### src/rtl/cic_pkg.sv
`default_nettype none
// ============================================================================
// Module      : cic_pkg
// Description : Shared CIC width/gain helpers for the decimator and interpolator.
// Revision    : 1.0
// ============================================================================
package cic_pkg;

    function automatic int clog2_l(input longint v);
        int r = 0;
        for (int i = 0; i < 62; i++)
            if ((64'sd1 <<< i) < v) r = i + 1;
        return r;
    endfunction

    function automatic longint ipow(input longint b, input int e);
        longint p = 1;
        for (int i = 0; i < e; i++) p = p * b;
        return p;
    endfunction

    // DC gain of an interpolator: (R*M)^N / R.
    function automatic longint cic_gain(input int r, input int m, input int n);
        return ipow(longint'(r * m), n) / longint'(r);
    endfunction

    function automatic int w_c(input int inp_dw, input int j);
        return inp_dw + j;
    endfunction

    function automatic int w_max(input int inp_dw, input int r, input int m, input int n);
        int a = inp_dw + clog2_l(cic_gain(r, m, n));
        int b = inp_dw + n;
        return (a > b) ? a : b;
    endfunction

endpackage
`default_nettype wire

### src/rtl/cic_i_if.sv
`default_nettype none
// ============================================================================
// Module      : cic_i_if
// Description : Sample-in / sample-out bundle of the CIC interpolator.
// Revision    : 1.0
// ============================================================================
interface cic_i_if #(
    parameter int INP_DW = 18,
    parameter int OUT_DW = 18
);
    logic signed [INP_DW-1:0] inp_samp_data;
    logic                     inp_samp_str;
    logic                     inp_samp_rdy;
    logic                     out_samp_en;
    logic signed [OUT_DW-1:0] out_samp_data;
    logic                     out_samp_str;
    logic                     overrun;
    logic                     underrun;

    modport master (
        output inp_samp_data, inp_samp_str, out_samp_en,
        input  inp_samp_rdy, out_samp_data, out_samp_str, overrun, underrun
    );

    modport slave (
        input  inp_samp_data, inp_samp_str, out_samp_en,
        output inp_samp_rdy, out_samp_data, out_samp_str, overrun, underrun
    );
endinterface
`default_nettype wire

### src/rtl/cic_comb.sv
`default_nettype none
// ============================================================================
// Module      : cic_comb
// Description : One comb stage, y = x - x[n-M], advancing only on valid samples.
// Revision    : 1.1
// ============================================================================
module cic_comb #(
    parameter int IW = 16,
    parameter int OW = 17,
    parameter int M  = 1
) (
    input  logic                 clk,
    input  logic                 reset,
    input  logic                 i_vld,
    input  logic signed [IW-1:0] i_data,
    output logic                 o_vld,
    output logic signed [OW-1:0] o_data
);
    logic signed [IW-1:0] r_dly [M];
    logic signed [OW-1:0] w_x;
    logic signed [OW-1:0] w_d;

    assign w_x = OW'(i_data);
    assign w_d = OW'(r_dly[M-1]);

    always_ff @(posedge clk or posedge reset) begin
        if (reset) begin
            o_vld  <= 1'b0;
            o_data <= '0;
            for (int i = 0; i < M; i++) r_dly[i] <= '0;
        end else begin
            o_vld <= i_vld;
            if (i_vld) begin
                o_data   <= w_x - w_d;
                r_dly[0] <= i_data;
                for (int i = 1; i < M; i++) r_dly[i] <= r_dly[i-1];
            end
        end
    end
endmodule
`default_nettype wire

### src/rtl/cic_integrator.sv
`default_nettype none
// ============================================================================
// Module      : cic_integrator
// Description : Wrapping accumulator; o_sum is the value this tick stores.
// Revision    : 1.1
// ============================================================================
module cic_integrator #(
    parameter int W = 20
) (
    input  logic                clk,
    input  logic                reset,
    input  logic                i_en,
    input  logic signed [W-1:0] i_data,
    output logic signed [W-1:0] o_sum
);
    logic signed [W-1:0] r_acc;

    assign o_sum = r_acc + i_data;

    always_ff @(posedge clk or posedge reset) begin
        if (reset)     r_acc <= '0;
        else if (i_en) r_acc <= o_sum;
    end
endmodule
`default_nettype wire

### src/rtl/cic_upsampler.sv
`default_nettype none
// ============================================================================
// Module      : cic_upsampler
// Description : Pending-sample slot, zero-insert phase counter, rdy and
//               overrun/underrun flags between the comb and integrator sections.
// Revision    : 1.0
// ============================================================================
module cic_upsampler
    import cic_pkg::*;
#(
    parameter int IW = 19,
    parameter int W  = 20,
    parameter int R  = 4
) (
    input  logic                 clk,
    input  logic                 reset,
    input  logic                 i_comb_vld,
    input  logic signed [IW-1:0] i_comb_data,
    input  logic                 i_inflight,
    input  logic                 i_str,
    input  logic                 i_en,
    output logic                 o_rdy,
    output logic signed [W-1:0]  o_data,
    output logic                 o_overrun,
    output logic                 o_underrun
);
    localparam int PW = clog2_l(longint'(R));

    logic [PW-1:0]        r_phase;
    logic signed [IW-1:0] r_pend_data;
    logic                 r_pend_vld;
    logic                 w_ph0;
    logic                 w_take_new;
    logic signed [IW-1:0] w_sel;

    assign w_ph0      = i_en && (r_phase == '0);
    assign w_take_new = w_ph0 && !r_pend_vld && i_comb_vld;
    assign o_rdy      = !i_inflight && !r_pend_vld;
    assign o_data     = W'(w_sel);

    // A comb result arriving on a phase-0 tick bypasses the pending slot.
    always_comb begin
        w_sel = '0;
        if (w_ph0) begin
            if (r_pend_vld)      w_sel = r_pend_data;
            else if (i_comb_vld) w_sel = i_comb_data;
        end
    end

    always_ff @(posedge clk or posedge reset) begin
        if (reset) begin
            r_phase     <= '0;
            r_pend_data <= '0;
            r_pend_vld  <= 1'b0;
            o_overrun   <= 1'b0;
            o_underrun  <= 1'b0;
        end else begin
            if (i_en)
                r_phase <= (r_phase == PW'(R - 1)) ? '0 : r_phase + 1'b1;
            if (w_ph0 && r_pend_vld) begin
                r_pend_vld <= 1'b0;
            end else if (i_comb_vld && !w_take_new) begin
                r_pend_vld  <= 1'b1;
                r_pend_data <= i_comb_data;
            end
            o_overrun  <= i_str && !o_rdy;
            o_underrun <= w_ph0 && !r_pend_vld && !i_comb_vld;
        end
    end
endmodule
`default_nettype wire

### src/rtl/cic_i.sv
`default_nettype none
// ============================================================================
// Module      : cic_i
// Description : CIC interpolator: low-rate combs, zero-insert upsampler and
//               high-rate integrators clocked by out_samp_en ticks.
// Revision    : 1.0
// ============================================================================
module cic_i
    import cic_pkg::*;
#(
    parameter int INP_DW = 18,
    parameter int OUT_DW = 18,
    parameter int CIC_R  = 10,
    parameter int CIC_N  = 7,
    parameter int CIC_M  = 1
) (
    input  logic   clk,
    input  logic   reset,
    cic_i_if.slave bus
);
    localparam int W  = w_max(INP_DW, CIC_R, CIC_M, CIC_N);
    localparam int WC = w_c(INP_DW, CIC_N);

    logic [CIC_N:0]       w_cv;
    logic signed [WC-1:0] w_cd [CIC_N+1];
    logic signed [W-1:0]  w_is [CIC_N+1];
    logic                 w_rdy;
    logic signed [OUT_DW-1:0] r_out;
    logic                 r_str;

    assign w_cv[0] = bus.inp_samp_str && w_rdy;
    assign w_cd[0] = WC'(bus.inp_samp_data);

    for (genvar j = 1; j <= CIC_N; j++) begin : g_comb
        logic signed [INP_DW+j-1:0] w_o;
        cic_comb #(.IW(INP_DW + j - 1), .OW(INP_DW + j), .M(CIC_M)) u_comb (
            .clk    (clk),
            .reset  (reset),
            .i_vld  (w_cv[j-1]),
            .i_data (w_cd[j-1][INP_DW+j-2:0]),
            .o_vld  (w_cv[j]),
            .o_data (w_o)
        );
        assign w_cd[j] = WC'(w_o);
    end

    cic_upsampler #(.IW(WC), .W(W), .R(CIC_R)) u_ups (
        .clk         (clk),
        .reset       (reset),
        .i_comb_vld  (w_cv[CIC_N]),
        .i_comb_data (w_cd[CIC_N]),
        .i_inflight  (|w_cv[CIC_N:1]),
        .i_str       (bus.inp_samp_str),
        .i_en        (bus.out_samp_en),
        .o_rdy       (w_rdy),
        .o_data      (w_is[0]),
        .o_overrun   (bus.overrun),
        .o_underrun  (bus.underrun)
    );

    // Integrator sums chain combinationally so each tick lands in r_out directly.
    for (genvar j = 0; j < CIC_N; j++) begin : g_int
        cic_integrator #(.W(W)) u_int (
            .clk    (clk),
            .reset  (reset),
            .i_en   (bus.out_samp_en),
            .i_data (w_is[j]),
            .o_sum  (w_is[j+1])
        );
    end

    always_ff @(posedge clk or posedge reset) begin
        if (reset) begin
            r_out <= '0;
            r_str <= 1'b0;
        end else begin
            r_str <= bus.out_samp_en;
            if (bus.out_samp_en) r_out <= w_is[CIC_N][W-1 -: OUT_DW];
        end
    end

    assign bus.inp_samp_rdy  = w_rdy;
    assign bus.out_samp_data = r_out;
    assign bus.out_samp_str  = r_str;
endmodule
`default_nettype wire

### src/flat_wrapper.sv
// flat-port wrapper written by rule: the top's interface ports become plain ports
module cic_i_flat import cic_pkg::*;
#(
    parameter int INP_DW = 18,
    parameter int OUT_DW = 18,
    parameter int CIC_R  = 10,
    parameter int CIC_N  = 7,
    parameter int CIC_M  = 1
)
  (clk, reset, bus_inp_samp_data, bus_inp_samp_str, bus_out_samp_en, bus_inp_samp_rdy, bus_out_samp_data, bus_out_samp_str, bus_overrun, bus_underrun);
  cic_i_if #(.INP_DW(INP_DW), .OUT_DW(OUT_DW)) bus_i ();
  input  logic clk;
  input  logic reset;
  input wire logic [$bits(bus_i.inp_samp_data)-1:0] bus_inp_samp_data;
  input wire logic [$bits(bus_i.inp_samp_str)-1:0] bus_inp_samp_str;
  input wire logic [$bits(bus_i.out_samp_en)-1:0] bus_out_samp_en;
  output wire logic [$bits(bus_i.inp_samp_rdy)-1:0] bus_inp_samp_rdy;
  output wire logic [$bits(bus_i.out_samp_data)-1:0] bus_out_samp_data;
  output wire logic [$bits(bus_i.out_samp_str)-1:0] bus_out_samp_str;
  output wire logic [$bits(bus_i.overrun)-1:0] bus_overrun;
  output wire logic [$bits(bus_i.underrun)-1:0] bus_underrun;
  assign bus_i.inp_samp_data = bus_inp_samp_data;
  assign bus_i.inp_samp_str = bus_inp_samp_str;
  assign bus_i.out_samp_en = bus_out_samp_en;
  assign bus_inp_samp_rdy = bus_i.inp_samp_rdy;
  assign bus_out_samp_data = bus_i.out_samp_data;
  assign bus_out_samp_str = bus_i.out_samp_str;
  assign bus_overrun = bus_i.overrun;
  assign bus_underrun = bus_i.underrun;
  cic_i #(.INP_DW(INP_DW), .OUT_DW(OUT_DW), .CIC_R(CIC_R), .CIC_N(CIC_N), .CIC_M(CIC_M)) u_core (.clk(clk), .reset(reset), .bus(bus_i));
endmodule
### config.mk
export PLATFORM = sky130hd
export DESIGN_NAME = cic_i_flat
export DESIGN_NICKNAME = d
export VERILOG_FILES = /design/src/rtl/cic_pkg.sv /design/src/rtl/cic_i_if.sv /design/src/rtl/cic_comb.sv /design/src/rtl/cic_integrator.sv /design/src/rtl/cic_upsampler.sv /design/src/rtl/cic_i.sv /design/src/flat_wrapper.sv
export SDC_FILE = /design/constraint.sdc
export NUM_CORES = 2
export LEC_CHECK = 0
export ABC_CLOCK_PERIOD_IN_PS = 11500
export BUFFER_PORTS_ARGS = -buffer_cell sky130_fd_sc_hd__buf_2
export CORE_AREA = 2 2 350 352
export DETAILED_ROUTE_END_ITERATION = 12
export DIE_AREA = 0 0 352 354
export GPL_TIMING_DRIVEN = 0
export PLACE_DENSITY = 0.68
export SLEW_MARGIN = 20
export SYNTH_ARGS = -nofsm -noshare
export SYNTH_HDL_FRONTEND = slang
export SYNTH_HIERARCHICAL = 1
export SYNTH_SLANG_ARGS = --single-unit
### constraint.sdc
create_clock -name clk -period 11.5 [get_ports clk]
set_input_delay 1.725 -clock clk [delete_from_list [all_inputs] [get_ports clk]]
set_output_delay 1.725 -clock clk [all_outputs]
set_load 0.02 [all_outputs]
After elaboration in Yosys (flattened, before gate mapping)
Index checks and enable logic that the tools add are counted.
{ "totals": {"in_bits": 22, "ff_bits": 625, "word_cells": 76, "out_inout_bits": 22} }
{ "op_classes": {"muxes": 6, "bitwise": 1, "addsub": 15, "n_eq_ne": 1, "n_reduce_logical": 18} }
{ "op_table": {"columns": ["op", "count"], "rows": [
  ["adder 38 bit", 6],
  ["2-to-1 mux 25 bit", 3],
  ["adder 38 x 25 -> 38 bit", 1],
  ["subtractor 24 x 24 -> 25 bit", 1],
  ["subtractor 23 x 23 -> 24 bit", 1],
  ["subtractor 22 x 22 -> 23 bit", 1],
  ["subtractor 21 x 21 -> 22 bit", 1],
  ["subtractor 20 x 20 -> 21 bit", 1],
  ["subtractor 19 x 19 -> 20 bit", 1],
  ["subtractor 18 x 18 -> 19 bit", 1],
  ["logical AND 1 bit", 9],
  ["OR reduction 7 bit", 1],
  ["logical NOT 1 bit", 5],
  ["adder 4 x 1 -> 4 bit, second input constant", 1],
  ["== test 4 bit, second input constant", 1],
  ["logical NOT 4 bit", 1],
  ["2-to-1 mux 4 bit", 1],
  ["2-to-1 mux 1 bit", 2],
  ["AND reduction 2 bit", 1],
  ["nonzero test 2 bit", 1],
  ["inverter 1 bit", 1]
]} }

Logic depth before layout (Yosys ltp)
{ "depth": {"ltp_word": 10, "ltp_mapped": 67} }

By module
Netlist, hierarchy kept.
{ "modules_own_cells": {"columns": ["module", "area_each_um2", "cells_per_inst", "instances", "seq_area_each_um2"], "rows": [
  ["cic_integrator (u_core.g_int[0].u_int ...)", 3525.9, 386, 4, 950.9],
  ["cic_integrator (u_core.g_int[4].u_int ...)", 3858.7, 461, 3, 950.9],
  ["cic_comb (u_core.g_comb[7].u_comb)", 3330.7, 382, 1, 1251.2],
  ["cic_comb (u_core.g_comb[6].u_comb)", 3163.0, 350, 1, 1201.2],
  ["cic_comb (u_core.g_comb[5].u_comb)", 2924.1, 306, 1, 1151.1],
  ["cic_comb (u_core.g_comb[4].u_comb)", 2865.2, 328, 1, 1101.1],
  ["cic_comb (u_core.g_comb[3].u_comb)", 2723.9, 296, 1, 1051.0],
  ["cic_comb (u_core.g_comb[1].u_comb)", 2452.4, 272, 1, 950.9],
  ["cic_comb (u_core.g_comb[2].u_comb)", 2451.1, 266, 1, 1001.0],
  ["cic_upsampler", 1754.2, 169, 1, 800.8],
  ["cic_i", 772.0, 44, 1, 475.5]
]} }

Worst setup path after synthesis
OpenSTA, ideal clock, no wires.
{ "synth_timing": {"kind": "input-to-reg", "startpoint": "in bus_out_samp_en", "endpoint": "reg u_core.g_int[6].u_int.r_acc[37]", "arrival_ps": 13219, "path_slack_ps": -1862, "t_required_ps": 11357, "stages": 62, "cell_sequence": "or3b_1 -> or3_1 -> buf_2 -> buf_2 -> nor2_1 -> ha_1 -> a211oi_1 -> o21ai_0 -> a21oi_1 -> o21ai_0 -> a21o_1 -> a21oi_1 -> o31ai_1 -> xor2_1 -> ha_1 -> a21o_1 -> a21o_1 -> a21oi_1 -> [... 26 more ...] -> xnor2_1 -> ha_1 -> buf_2 -> nand3_1 -> nand2_1 -> a21oi_1 -> and2_1 -> a22o_1 -> or3_1 -> nand2_1 -> ha_1 -> and3_1 -> or2_2 -> o22ai_1 -> a21oi_1 -> a21boi_0 -> a2111oi_0 -> nand3_1"} }
{ "synth_rtl": {"columns": ["item", "line", "source"], "rows": [
  ["start, declared", "flat_wrapper.sv:16", "input wire logic [$bits(bus_i.out_samp_en)-1:0] bus_out_samp_en;"],
  ["end signal, assigned", "cic_integrator.sv:22", "else if (i_en) r_acc <= o_sum;"],
  ["end, declared", "cic_integrator.sv:16", "logic signed [W-1:0] r_acc;"]
]} }

==> metrics.yaml <==
status: "finished, violations left"
violations: "setup timing"
vias: 44700
slowest_delay_ns: 0.42
die_h_um: 354
wirelength_um: 149000
nets: 6323
wire_per_inst_um: 19.7
tritoncts: "built"
criticalPathCategory: "input pin to register"
worstPathArrival_ns: 14.04
grt_max_degree: 34
critPathLaunch: "bus_out_samp_en"
busiest_layer: "met2"
placed_area_mm2: 0.0514
initial_core_util_pct: 39.8
period_needed_ns: 13.51
drtPass1Iterations: 7
h-tree-depth: 3
post-place-ws_ns: -3.73
grt_use_met3_pct: 2.46
relSlewSlack_pct: 24.1
syn_nets: 5781
grt_usage_pct: 21.6
area_growth_pct: 28.8
finalHoldViolations: 0
antenna_found_initial: 0
die-width_um: 352
drc: 0
gr-usage-met1_pct: 29.0
fillers: 10300
period_share_pct: 117
worst-path-buf-inv: 5
grt-ovfl-total: 0
cpMostUsedCell: "a21o_1"
dieArea_mm2: 0.125
cts-root-buf: "clkbuf_16"
drtIter0Drc: 3582
setup_viol: 57
maxCapViolCount: 0
hold_class: "register to register"
synth_cells: 5339
pin_count: 44
path_clk_slew_ns: 0.06
yosysWarnings: 6
dp_hpwl_um: 96000
cts.sinks: 625
critical_path.top_delay_family: "compound AO/OA/AOI/OAI gates"
core_mm2: 0.121
port_buffers: 43
required_ns: 12.03
avgViaCountPerCell: 5.91
fin_skew_ns: 0.0390
endpoint_kind: "register"
syn_area_mm2: 0.0481
r2r_setup_slack_ns: -1.57
grt_use_met2_pct: 35.8
cts_hold_buf: 0
clk_latency_ns: 0.65
drive_above_1_share_pct: 30.8
clockBufferDepth: 3
cp-start-kind: "input pin"
tightest_slew_ns: 1.14
grt_pass1_vias: 43200
fmax_mhz: 74.0
worst-path-max-fanout: 10
regToRegStartpoint: "u_core/g_comb[7].u_comb/o_vld"
ant_nets: 0
gp_congestion: 0.929
grt_pass1_wl_um: 226000
syn_area_per_cell_um2: 9.01
setup_ws_ns: -2.01
rsz0062_at_grt: "true"
min-delay-start: "u_core/g_comb[2].u_comb/o_vld"
slowest_stage: "or3_4"
slew_violations: 0
rows: 128
finalInstanceArea_mm2: 0.0620
numCtsBuffers: 76
-- final timing paths --
kind / depth (start not counted) / end
max in group asynchronous: 2 / u_core/bus.out_samp_data[13]
min in group asynchronous: 2 / u_core/g_comb[1].u_comb/o_vld
worst min-delay path: 0 / u_core/g_comb[3].u_comb/o_vld
worst min register to register: 0 / u_core/g_comb[3].u_comb/o_vld
worst max register to register: 63 / u_core/bus.out_samp_data[17]
worst max-delay path: 63 / u_core/bus.out_samp_data[17]
-- worst register-to-register path: cells and delay by family (launching register included) --
kind,cells,cell delay [ns]
and+or+nand+nor,18,3.17
xor gates and xnor gates,5,0.91
adders and majority gates,8,2.24
muxes,1,0.26
DFF,1,0.36
buffers and inverters,5,1.26
AOI/OAI and AO/OA,26,4.74
-- flip-flops by register name (all words and copies together) (netlist names) --
register / cells
u_core/g_int.u_int/r_acc: 266
u_core/g_comb.u_comb/o_data: 154
u_core/g_comb.u_comb/r_dly: 147
u_core/u_ups/r_pend_data: 25
u_core/bus.out_samp_data: 18
u_core/g_comb.u_comb/o_vld: 7
u_core/u_ups/r_phase: 4
u_core/bus.out_samp_str: 1
u_core/u_ups/o_overrun: 1
u_core/u_ups/o_underrun: 1
u_core/u_ups/r_pend_vld: 1
-- layout by cell type, fill, tap and decap left out, types with 53 or more instances in the layout --
cell / n
a21oi_2: 108
buf_2: 60
a21oi_1: 276
o21a_1: 60
o21ai_1: 53
nand2_1: 469
nand4_1: 87
nor3_1: 62
o21ai_0: 250
xnor2_2: 55
clkbuf_16: 78
ha_1: 299
dfrtp_1: 625
clkbuf_1: 145
nor2_1: 249
a21o_1: 165
xnor2_1: 136
a21oi_4: 63
nand3_1: 105
xor2_1: 69
buf_6: 66
mux2_2: 294
buf_4: 395
inv_1: 301
ha_4: 76
-- what timing repair did --
action | 4_1_cts | 5_1_grt
gates resized for setup | 655 | 293
buffers inserted | 316 | 118
pin swaps | 296 | 234
hold endpoints to repair | 0 | 0
endpoints found under the setup margin | 70 | 64
-- layout make-up --
class	instances	area (um2)	area share [%]
Buffer	212	1150	1.86
Sequential cell	625	15600	25.2
Clock inverter	24	265	0.428
Timing Repair Buffer	487	4040	6.52
Clock buffer	112	2250	3.63
Multi-Input combinational cell	4152	35400	57.1
Antenna cell	1	2.50	0.00404
Tap cell	1625	2030	3.28
Inverter	327	1230	1.99
-- metal layers --
layer	routed length [um]	part of all wire, %
met4	6650	4.5
met3	9400	6.3
met1	63900	43
met2	69200	46
met5	0	0
-- through the flow --
step	TNS (ns)	hold slack, ns	utilization (%)	instances
2_1_floorplan	-16.08	0.372	-	5339
3_3_place_gp	-155.55	0.397	42.2	7007
3_5_place_dp	-164.72	0.395	42.5	7021
4_1_cts	-29.53	0.404	49.3	7455
5_1_grt	-80.48	0.419	51.3	7564
6_report	-63.25	0.402	51.3	7565
Power is left out: the tool's default activity adds up to more than one toggle a clock period on the data nets, which glitch-free logic cannot reach.
